<file path="config.mk">
export PLATFORM = sky130hd
export DESIGN_NAME = pipe_alu_md_flat
export DESIGN_NICKNAME = d
export VERILOG_FILES = /design/src/rtl/pipe_alu_md_pkg.sv /design/src/rtl/pipe_alu_md_if.sv /design/src/rtl/pipe_alu_md_md_iter.sv /design/src/rtl/pipe_alu_md.sv /design/src/flat_wrapper.sv
export SDC_FILE = /design/constraint.sdc
export NUM_CORES = 1
export LEC_CHECK = 0
export CAP_MARGIN = 20
export CORE_ASPECT_RATIO = 1.5
export CORE_MARGIN = 5
export CORE_UTILIZATION = 45
export CTS_BUF_LIST = sky130_fd_sc_hd__clkbuf_16
export DETAILED_ROUTE_END_ITERATION = 8
export HOLD_SLACK_MARGIN = 0.03
export SYNTH_ARGS = -nofsm -noshare
export SYNTH_HDL_FRONTEND = slang
export SYNTH_SLANG_ARGS = --single-unit
</file>
<file path="constraint.sdc">
create_clock -name i_clk -period 21.2 [get_ports i_clk]
set_input_delay 4.24 -clock i_clk [delete_from_list [all_inputs] [get_ports i_clk]]
set_output_delay 4.24 -clock i_clk [all_outputs]
set_load 0.02 [all_outputs]
</file>
<file path="src/rtl/pipe_alu_md_pkg.sv">
// Shared op-code constants and control-state encoding
// for the ALU / multiply-divide pipeline unit.
package pipe_alu_md_pkg;

   localparam logic [3:0] OP_ADD  = 4'h0;
   localparam logic [3:0] OP_SUB  = 4'h1;
   localparam logic [3:0] OP_RSV  = 4'h2;
   localparam logic [3:0] OP_AND  = 4'h3;
   localparam logic [3:0] OP_OR   = 4'h4;
   localparam logic [3:0] OP_XOR  = 4'h5;
   localparam logic [3:0] OP_NOR  = 4'h6;
   localparam logic [3:0] OP_SLTU = 4'h7;
   localparam logic [3:0] OP_SLT  = 4'h8;
   localparam logic [3:0] OP_SLL  = 4'h9;
   localparam logic [3:0] OP_SRL  = 4'hA;
   localparam logic [3:0] OP_SRA  = 4'hB;
   localparam logic [3:0] OP_GTZ  = 4'hC;
   localparam logic [3:0] OP_MULU = 4'hD;
   localparam logic [3:0] OP_DIVU = 4'hE;
   localparam logic [3:0] OP_DIV  = 4'hF;

   typedef enum logic [1:0] {
      ST_IDLE,
      ST_BUSY,
      ST_DONE
   } state_t;

endpackage

</file>
<file path="src/rtl/pipe_alu_md_if.sv">
// Request/response bundle between a requester
// and the ALU / multiply-divide unit.
interface pipe_alu_md_if #(
   parameter int WIDTH = 32
);
   logic             i_Valid;
   logic [3:0]       i_ALUOp;
   logic [WIDTH-1:0] i_In1;
   logic [WIDTH-1:0] i_In2;
   logic             i_Flush;
   logic             o_Ready;
   logic             o_Valid;
   logic [WIDTH-1:0] o_Result;
   logic [WIDTH-1:0] o_ResultHi;
   logic             o_Zero;

   modport master (
      output i_Valid, i_ALUOp, i_In1, i_In2, i_Flush,
      input  o_Ready, o_Valid, o_Result, o_ResultHi, o_Zero
   );

   modport slave (
      input  i_Valid, i_ALUOp, i_In1, i_In2, i_Flush,
      output o_Ready, o_Valid, o_Result, o_ResultHi, o_Zero
   );
endinterface

</file>
<file path="src/rtl/pipe_alu_md_md_iter.sv">
// Iterative datapath: shift-add multiply and restoring divide,
// one step per cycle; the final step is presented combinationally.
module md_iter
   import pipe_alu_md_pkg::*;
#(
   parameter int WIDTH = 32
) (
   input  logic             clk,
   input  logic             rst,
   input  logic             flush,
   input  logic             start,
   input  logic [3:0]       op,
   input  logic [WIDTH-1:0] a,
   input  logic [WIDTH-1:0] b,
   output logic             done,
   output logic [WIDTH-1:0] lo,
   output logic [WIDTH-1:0] hi
);
   localparam int CW = $clog2(WIDTH);
   localparam logic [CW-1:0] LAST = CW'(WIDTH - 1);

   logic             busy, is_mul, neg_q, neg_r, dz;
   logic [CW-1:0]    cnt;
   logic [WIDTH-1:0] acc, lo_q, opb, a_q;
   logic [WIDTH-1:0] acc_n, lo_n;
   logic [WIDTH:0]   sum, shf, diff;
   logic             sa, sb;

   assign sa = (op == OP_DIV) & a[WIDTH-1];
   assign sb = (op == OP_DIV) & b[WIDTH-1];

   assign sum  = {1'b0, acc} + (lo_q[0] ? {1'b0, opb} : '0);
   assign shf  = {acc, lo_q[WIDTH-1]};
   assign diff = shf - {1'b0, opb};

   always_comb begin
      acc_n = sum[WIDTH:1];
      lo_n  = {sum[0], lo_q[WIDTH-1:1]};
      if (!is_mul) begin
         acc_n = diff[WIDTH] ? shf[WIDTH-1:0] : diff[WIDTH-1:0];
         lo_n  = {lo_q[WIDTH-2:0], ~diff[WIDTH]};
      end
   end

   // divide works on magnitudes; signs are restored here
   always_comb begin
      lo = lo_n;
      hi = acc_n;
      if (!is_mul) begin
         if (dz) begin
            lo = '1;
            hi = a_q;
         end else begin
            lo = neg_q ? -lo_n : lo_n;
            hi = neg_r ? -acc_n : acc_n;
         end
      end
   end

   assign done = busy && (cnt == LAST);

   always_ff @(posedge clk or posedge rst) begin
      if (rst) begin
         busy   <= 1'b0;
         cnt    <= '0;
         is_mul <= 1'b0;
         neg_q  <= 1'b0;
         neg_r  <= 1'b0;
         dz     <= 1'b0;
         acc    <= '0;
         lo_q   <= '0;
         opb    <= '0;
         a_q    <= '0;
      end else if (flush) begin
         busy <= 1'b0;
         cnt  <= '0;
      end else if (start) begin
         busy   <= 1'b1;
         cnt    <= '0;
         is_mul <= (op == OP_MULU);
         neg_q  <= sa ^ sb;
         neg_r  <= sa;
         dz     <= (b == '0);
         acc    <= '0;
         lo_q   <= sa ? -a : a;
         opb    <= sb ? -b : b;
         a_q    <= a;
      end else if (busy) begin
         acc  <= acc_n;
         lo_q <= lo_n;
         if (done) begin
            busy <= 1'b0;
            cnt  <= '0;
         end else begin
            cnt <= cnt + 1'b1;
         end
      end
   end
endmodule

</file>
<file path="src/rtl/pipe_alu_md.sv">
// ALU with single-cycle ops and an iterative
// multiply/divide path behind a valid/ready request port.
module pipe_alu_md
   import pipe_alu_md_pkg::*;
#(
   parameter int WIDTH = 32,
   parameter int SHW   = $clog2(WIDTH)
) (
   input  logic        i_clk,
   input  logic        i_rst,
   pipe_alu_md_if.slave bus
);
   state_t           state;
   logic             valid_q, ready, accept, multi, md_done;
   logic [WIDTH-1:0] a, b, alu, md_lo, md_hi, res_q, hi_q;
   logic [SHW-1:0]   sh;

   assign a      = bus.i_In1;
   assign b      = bus.i_In2;
   assign sh     = a[SHW-1:0];
   assign ready  = (state != ST_BUSY);
   assign multi  = (bus.i_ALUOp >= OP_MULU);
   assign accept = bus.i_Valid & ready & ~bus.i_Flush;

   assign bus.o_Ready    = ready;
   assign bus.o_Valid    = valid_q;
   assign bus.o_Result   = res_q;
   assign bus.o_ResultHi = hi_q;
   assign bus.o_Zero     = (res_q == '0);

   md_iter #(
      .WIDTH(WIDTH)
   ) u_md (
      .clk  (i_clk),
      .rst  (i_rst),
      .flush(bus.i_Flush),
      .start(accept & multi),
      .op   (bus.i_ALUOp),
      .a    (a),
      .b    (b),
      .done (md_done),
      .lo   (md_lo),
      .hi   (md_hi)
   );

   always_comb begin
      alu = '0;
      unique case (bus.i_ALUOp)
         OP_ADD:  alu = a + b;
         OP_SUB:  alu = a - b;
         OP_AND:  alu = a & b;
         OP_OR:   alu = a | b;
         OP_XOR:  alu = a ^ b;
         OP_NOR:  alu = ~(a | b);
         OP_SLTU: alu[0] = (a < b);
         OP_SLT:  alu[0] = ($signed(a) < $signed(b));
         OP_SLL:  alu = b << sh;
         OP_SRL:  alu = b >> sh;
         OP_SRA:  alu = $signed(b) >>> sh;
         OP_GTZ:  alu[0] = ($signed(a) > 0);
         default: alu = '0;
      endcase
   end

   always_ff @(posedge i_clk or posedge i_rst) begin
      if (i_rst) begin
         state   <= ST_IDLE;
         valid_q <= 1'b0;
         res_q   <= '0;
         hi_q    <= '0;
      end else if (bus.i_Flush) begin
         state   <= ST_IDLE;
         valid_q <= 1'b0;
      end else begin
         valid_q <= 1'b0;
         unique case (state)
            ST_BUSY: begin
               if (md_done) begin
                  state   <= ST_DONE;
                  valid_q <= 1'b1;
                  res_q   <= md_lo;
                  hi_q    <= md_hi;
               end
            end
            default: begin
               if (!accept) begin
                  state <= ST_IDLE;
               end else if (multi) begin
                  state <= ST_BUSY;
               end else begin
                  state   <= ST_DONE;
                  valid_q <= 1'b1;
                  res_q   <= alu;
                  hi_q    <= '0;
               end
            end
         endcase
      end
   end
endmodule

</file>
<file path="src/flat_wrapper.sv">
// flat-port wrapper written by rule: the top's interface ports become plain ports
module pipe_alu_md_flat import pipe_alu_md_pkg::*;
#(
   parameter int WIDTH = 32,
   parameter int SHW   = $clog2(WIDTH)
)
  (i_clk, i_rst, bus_i_Valid, bus_i_ALUOp, bus_i_In1, bus_i_In2, bus_i_Flush, bus_o_Ready, bus_o_Valid, bus_o_Result, bus_o_ResultHi, bus_o_Zero);
  pipe_alu_md_if #(.WIDTH(WIDTH)) bus_i ();
  input  logic i_clk;
  input  logic i_rst;
  input wire logic [$bits(bus_i.i_Valid)-1:0] bus_i_Valid;
  input wire logic [$bits(bus_i.i_ALUOp)-1:0] bus_i_ALUOp;
  input wire logic [$bits(bus_i.i_In1)-1:0] bus_i_In1;
  input wire logic [$bits(bus_i.i_In2)-1:0] bus_i_In2;
  input wire logic [$bits(bus_i.i_Flush)-1:0] bus_i_Flush;
  output wire logic [$bits(bus_i.o_Ready)-1:0] bus_o_Ready;
  output wire logic [$bits(bus_i.o_Valid)-1:0] bus_o_Valid;
  output wire logic [$bits(bus_i.o_Result)-1:0] bus_o_Result;
  output wire logic [$bits(bus_i.o_ResultHi)-1:0] bus_o_ResultHi;
  output wire logic [$bits(bus_i.o_Zero)-1:0] bus_o_Zero;
  assign bus_i.i_Valid = bus_i_Valid;
  assign bus_i.i_ALUOp = bus_i_ALUOp;
  assign bus_i.i_In1 = bus_i_In1;
  assign bus_i.i_In2 = bus_i_In2;
  assign bus_i.i_Flush = bus_i_Flush;
  assign bus_o_Ready = bus_i.o_Ready;
  assign bus_o_Valid = bus_i.o_Valid;
  assign bus_o_Result = bus_i.o_Result;
  assign bus_o_ResultHi = bus_i.o_ResultHi;
  assign bus_o_Zero = bus_i.o_Zero;
  pipe_alu_md #(.WIDTH(WIDTH), .SHW(SHW)) u_core (.i_clk(i_clk), .i_rst(i_rst), .bus(bus_i));
endmodule
</file>
==> summary.md <==
| Metric | Value |
|---|---|
| Final Power | 2.84 mW |
| Util after Layout | 50.3% |
| Max clock buf depth | 3 |
| Fin crit share | 43.7% |
| PostCTS Resize Cnt | 0 |
| Outcome | complete, no violations |
| Synth Flop Type | dfrtp_1 |
| Least-Margin Pin Slew | 1.25 ns |
| Num ports | 139 |
| Final setup viols | 0 |
| Tmin final | 9.26 ns |
| Core region area | 51700 µm² |
| I/O Buffers | 138 |
| Num CTS Buffers | 22 |
| Area of the mapped netlist | 23500 µm² |
| Root Buffer | clkbuf_16 |
| Number of flops mapped to enable cells by yosys | 0 |
| CTS tree | done |
| Vias in the first global route | 25200 |
| Share of post-route cells with drive strength above 1 | 4.84% |
| Worst min path class | flip-flop to flip-flop |
| RSZ-0062 raised after global routing | false |
| Grt ovf | 0 |
| Worst hold path startpoint | u_core.u_md.a_q[22]$_DFFE_PP0P_ |
| Pin count of the biggest net entering global routing | 133 |
| Max_slew headroom | 16.6% |
| Worst setup margin | 11.94 ns |
| Area after DPL | 25300 µm² |
| R2R depth | 23 |
| Area growth from synthesis to layout | 10.8% |
| Reg-to-Reg End | u_core.bus.o_Result[30]$_DFFE_PP0P_ |
| Setup Skew | 0.0300 ns |
| DR pass1 iterations | 5 |
| Crit path DAT | 9.64 ns |
| # H-tree levels | 1 |
| GPL Wtd Cong | 1.05 |
| DR WL/cell | 28.0 µm |
| DRC Markers | 0 |
| Initial Utilization | 45.4% |
| Via density | 6.62 |
| Total die area | 57000 µm² |
| Startpoint class of the critical path | input pin |
| Setup CP Type | input pin to flip-flop |
| Worst r2r src | u_core.u_md.lo_q[31]$_DFFE_PP0P_ |
| Worst VDD drop | 0.196 mV |
| Worst Path Max Fanout | 21 |
| Cells after Synth | 3187 |
| Reg2Reg Setup Slack | 13.18 ns |
| First-pass GRT wire length | 161000 µm |
| DP HPWL | 84000 µm |
| Chip width | 197 µm |
| TritonCTS Sinks | 205 |
| Antenna violations before repair | 2 |
| Power density over the cells | 109 nW/µm² |
| Fillers | 5206 |
| Sequential area share after synthesis | 21.8% |
| Post-layout nets | 3427 |
| Synth top area share | 21.8% |
| Hold Path Stages | 2 |
| WL final | 109000 µm |
| Hold-fix buffers, CTS | 0 |
| Post-synth ARST share | 100% |
| Syn Nets | 3428 |
| ANT nets after route | 0 |
| CP Capture Type | flip-flop |
| Clk_lat worst skew | 0.54 ns |
| Synthesized flop and latch total | 205 |
| Max-slew violations | 0 |
| Synth warnings | 0 |
| Design area | 26000 µm² |
| # Post-CTS Setup Buffers | 0 |
| Synth area leaders | dfrtp_1 (22%), ha_1 (8.8%), o21ai_0 (8.2%) |
| Hold Fails Final Rpt | 0 |
| FP Rows | 102 |
| Pre-CTS WS | 11.64 ns |
| GRT Overall Usage | 36.4% |
| Max_cap viols | 0 |
| Hold Path End | u_core.u_md.a_q[22]$_DFFE_PP0P_ |
| Worst path required time | 21.58 ns |
| Average size of a mapped cell | 7.37 µm² |
| Reg clk slew, reported paths | 0.07 ns |
| Setup_tns | 0 ns |
| DRT iter0 DRCs | 2446 |
| Vias | 25700 |
| Yosys cell types | 91 |
| Largest area contributor in the netlist | dfrtp_1 |
| Leakage | 11.3 nW |
| Die Y | 290 µm |
| Achievable clock frequency | 108 MHz |
==> final cells by class <==
type | instances | area [µm²] | share of cell area, %
diodes | 1 | 2.50 | 0.00962
clock buffers | 23 | 576 | 2.21
clock inverters | 16 | 123 | 0.471
inverters | 150 | 571 | 2.19
multi-input cells | 2619 | 17000 | 65.4
flip-flops and latches | 205 | 5130 | 19.7
well taps | 676 | 846 | 3.25
repair buffers | 188 | 1740 | 6.68
==> state kept, by name, indices dropped and copies added (netlist names), 2 cells and up <==
name                   cells
u_core.bus.o_Result       32
u_core.u_md.acc           32
u_core.u_md.a_q           32
u_core.u_md.cnt            5
u_core.u_md.opb           32
u_core.u_md.lo_q          32
u_core.bus.o_ResultHi     32
u_core.state               2
==> layer usage <==
| metal | GRT usage [%] | share of wire, % | routed length, µm |
|---|---|---|---|
| met1 | 44.5 | 38 | 41400 |
| met2 | 61.9 | 48 | 52100 |
| met3 | 4.32 | 7.1 | 7660 |
| met4 | 20.5 | 6.9 | 7470 |
| met5 | 0 | 0.012 | 13 |
==> worst max-delay path, cell delays in order <==
cell and delay [ns]:
buf_2 0.42, clkinv_1 0.69, ha_1 0.69, nor2_1 0.06
a221oi_1 0.35, o21ai_0 0.15, a21oi_1 0.32, o22ai_1 0.15
buf_4 0.19, a2111oi_0 1.00, o21ai_0 0.45, a311oi_1 0.43
xnor2_1 0.16, o211ai_1 0.10, nand2_1 0.10, o311ai_0 0.12
==> power by group <==
| part | switching [mW] | leakage [nW] | internal, mW |
|---|---|---|---|
| combinational | 1.12 | 8.29 | 0.687 |
| sequential | 0.144 | 2.67 | 0.495 |
| clock | 0.180 | 0.365 | 0.212 |
==> Yosys cell counts, types with 35 or more instances <==
cell type	count
o21ai_0	386
nand3_1	40
clkbuf_1	176
nand2_1	389
ha_1	165
a31oi_1	44
mux2i_1	118
a21oi_1	293
inv_1	146
a21o_1	62
xnor2_1	123
nor2_1	261
a221oi_1	35
xor2_1	53
nor3_1	60
dfrtp_1	205
and2_1	44
==> per-stage QoR <==
stage               hold slack [ns]  instances
floorplan                     0.445       3187
global placement              0.464       3837
detailed placement            0.471       3838
CTS                           0.486       3877
global route                  0.508       3877
finish                        0.485       3878
==> worst max path at each step <==
stage,start,endpoint,slack (ns),depth (start not counted)
4_1_cts,bus_i_In1[4],u_core.bus.o_Result[29]$_DFFE_PP0P_,12.16,16
3_3_place_gp,bus_i_In1[1],u_core.bus.o_Result[29]$_DFFE_PP0P_,11.60,18
6_report,bus_i_In1[4],u_core.bus.o_Result[29]$_DFFE_PP0P_,11.94,16
5_1_grt,bus_i_In1[1],u_core.bus.o_Result[23]$_DFFE_PP0P_,11.62,17
3_5_place_dp,bus_i_In1[4],u_core.bus.o_Result[29]$_DFFE_PP0P_,11.64,16
2_1_floorplan,i_rst,u_core.bus.o_ResultHi[0]$_DFFE_PP0P_,11.36,1
==> cells by family after synthesis <==
family	Yosys count	share of synthesized area, %
AND/OR/NAND/NOR	954	18.2
XOR/XNOR	176	6.56
adder cells (fa/ha/maj)	169	9.13
AO/OA/AOI/OAI	1185	32.0
buffers and inverters	363	5.92
multiplexers	135	6.32
flip-flops	205	21.8
==> layout by cell type (no fill, tap or decap), types with 33 or more instances in the layout <==
cell	count
a21oi_1	293
xnor2_1	123
a31oi_1	44
nand3_1	39
inv_1	148
o21bai_1	33
buf_4	50
o21ai_0	386
xor2_1	53
a221oi_1	35
dfrtp_1	204
mux2i_1	118
nand2_1	388
a21o_1	61
clkdlybuf4s50_1	133
ha_1	165
nor3_1	56
nor2_1	260
and2_1	44
Note: power is estimated with default switching activity, not from simulation.
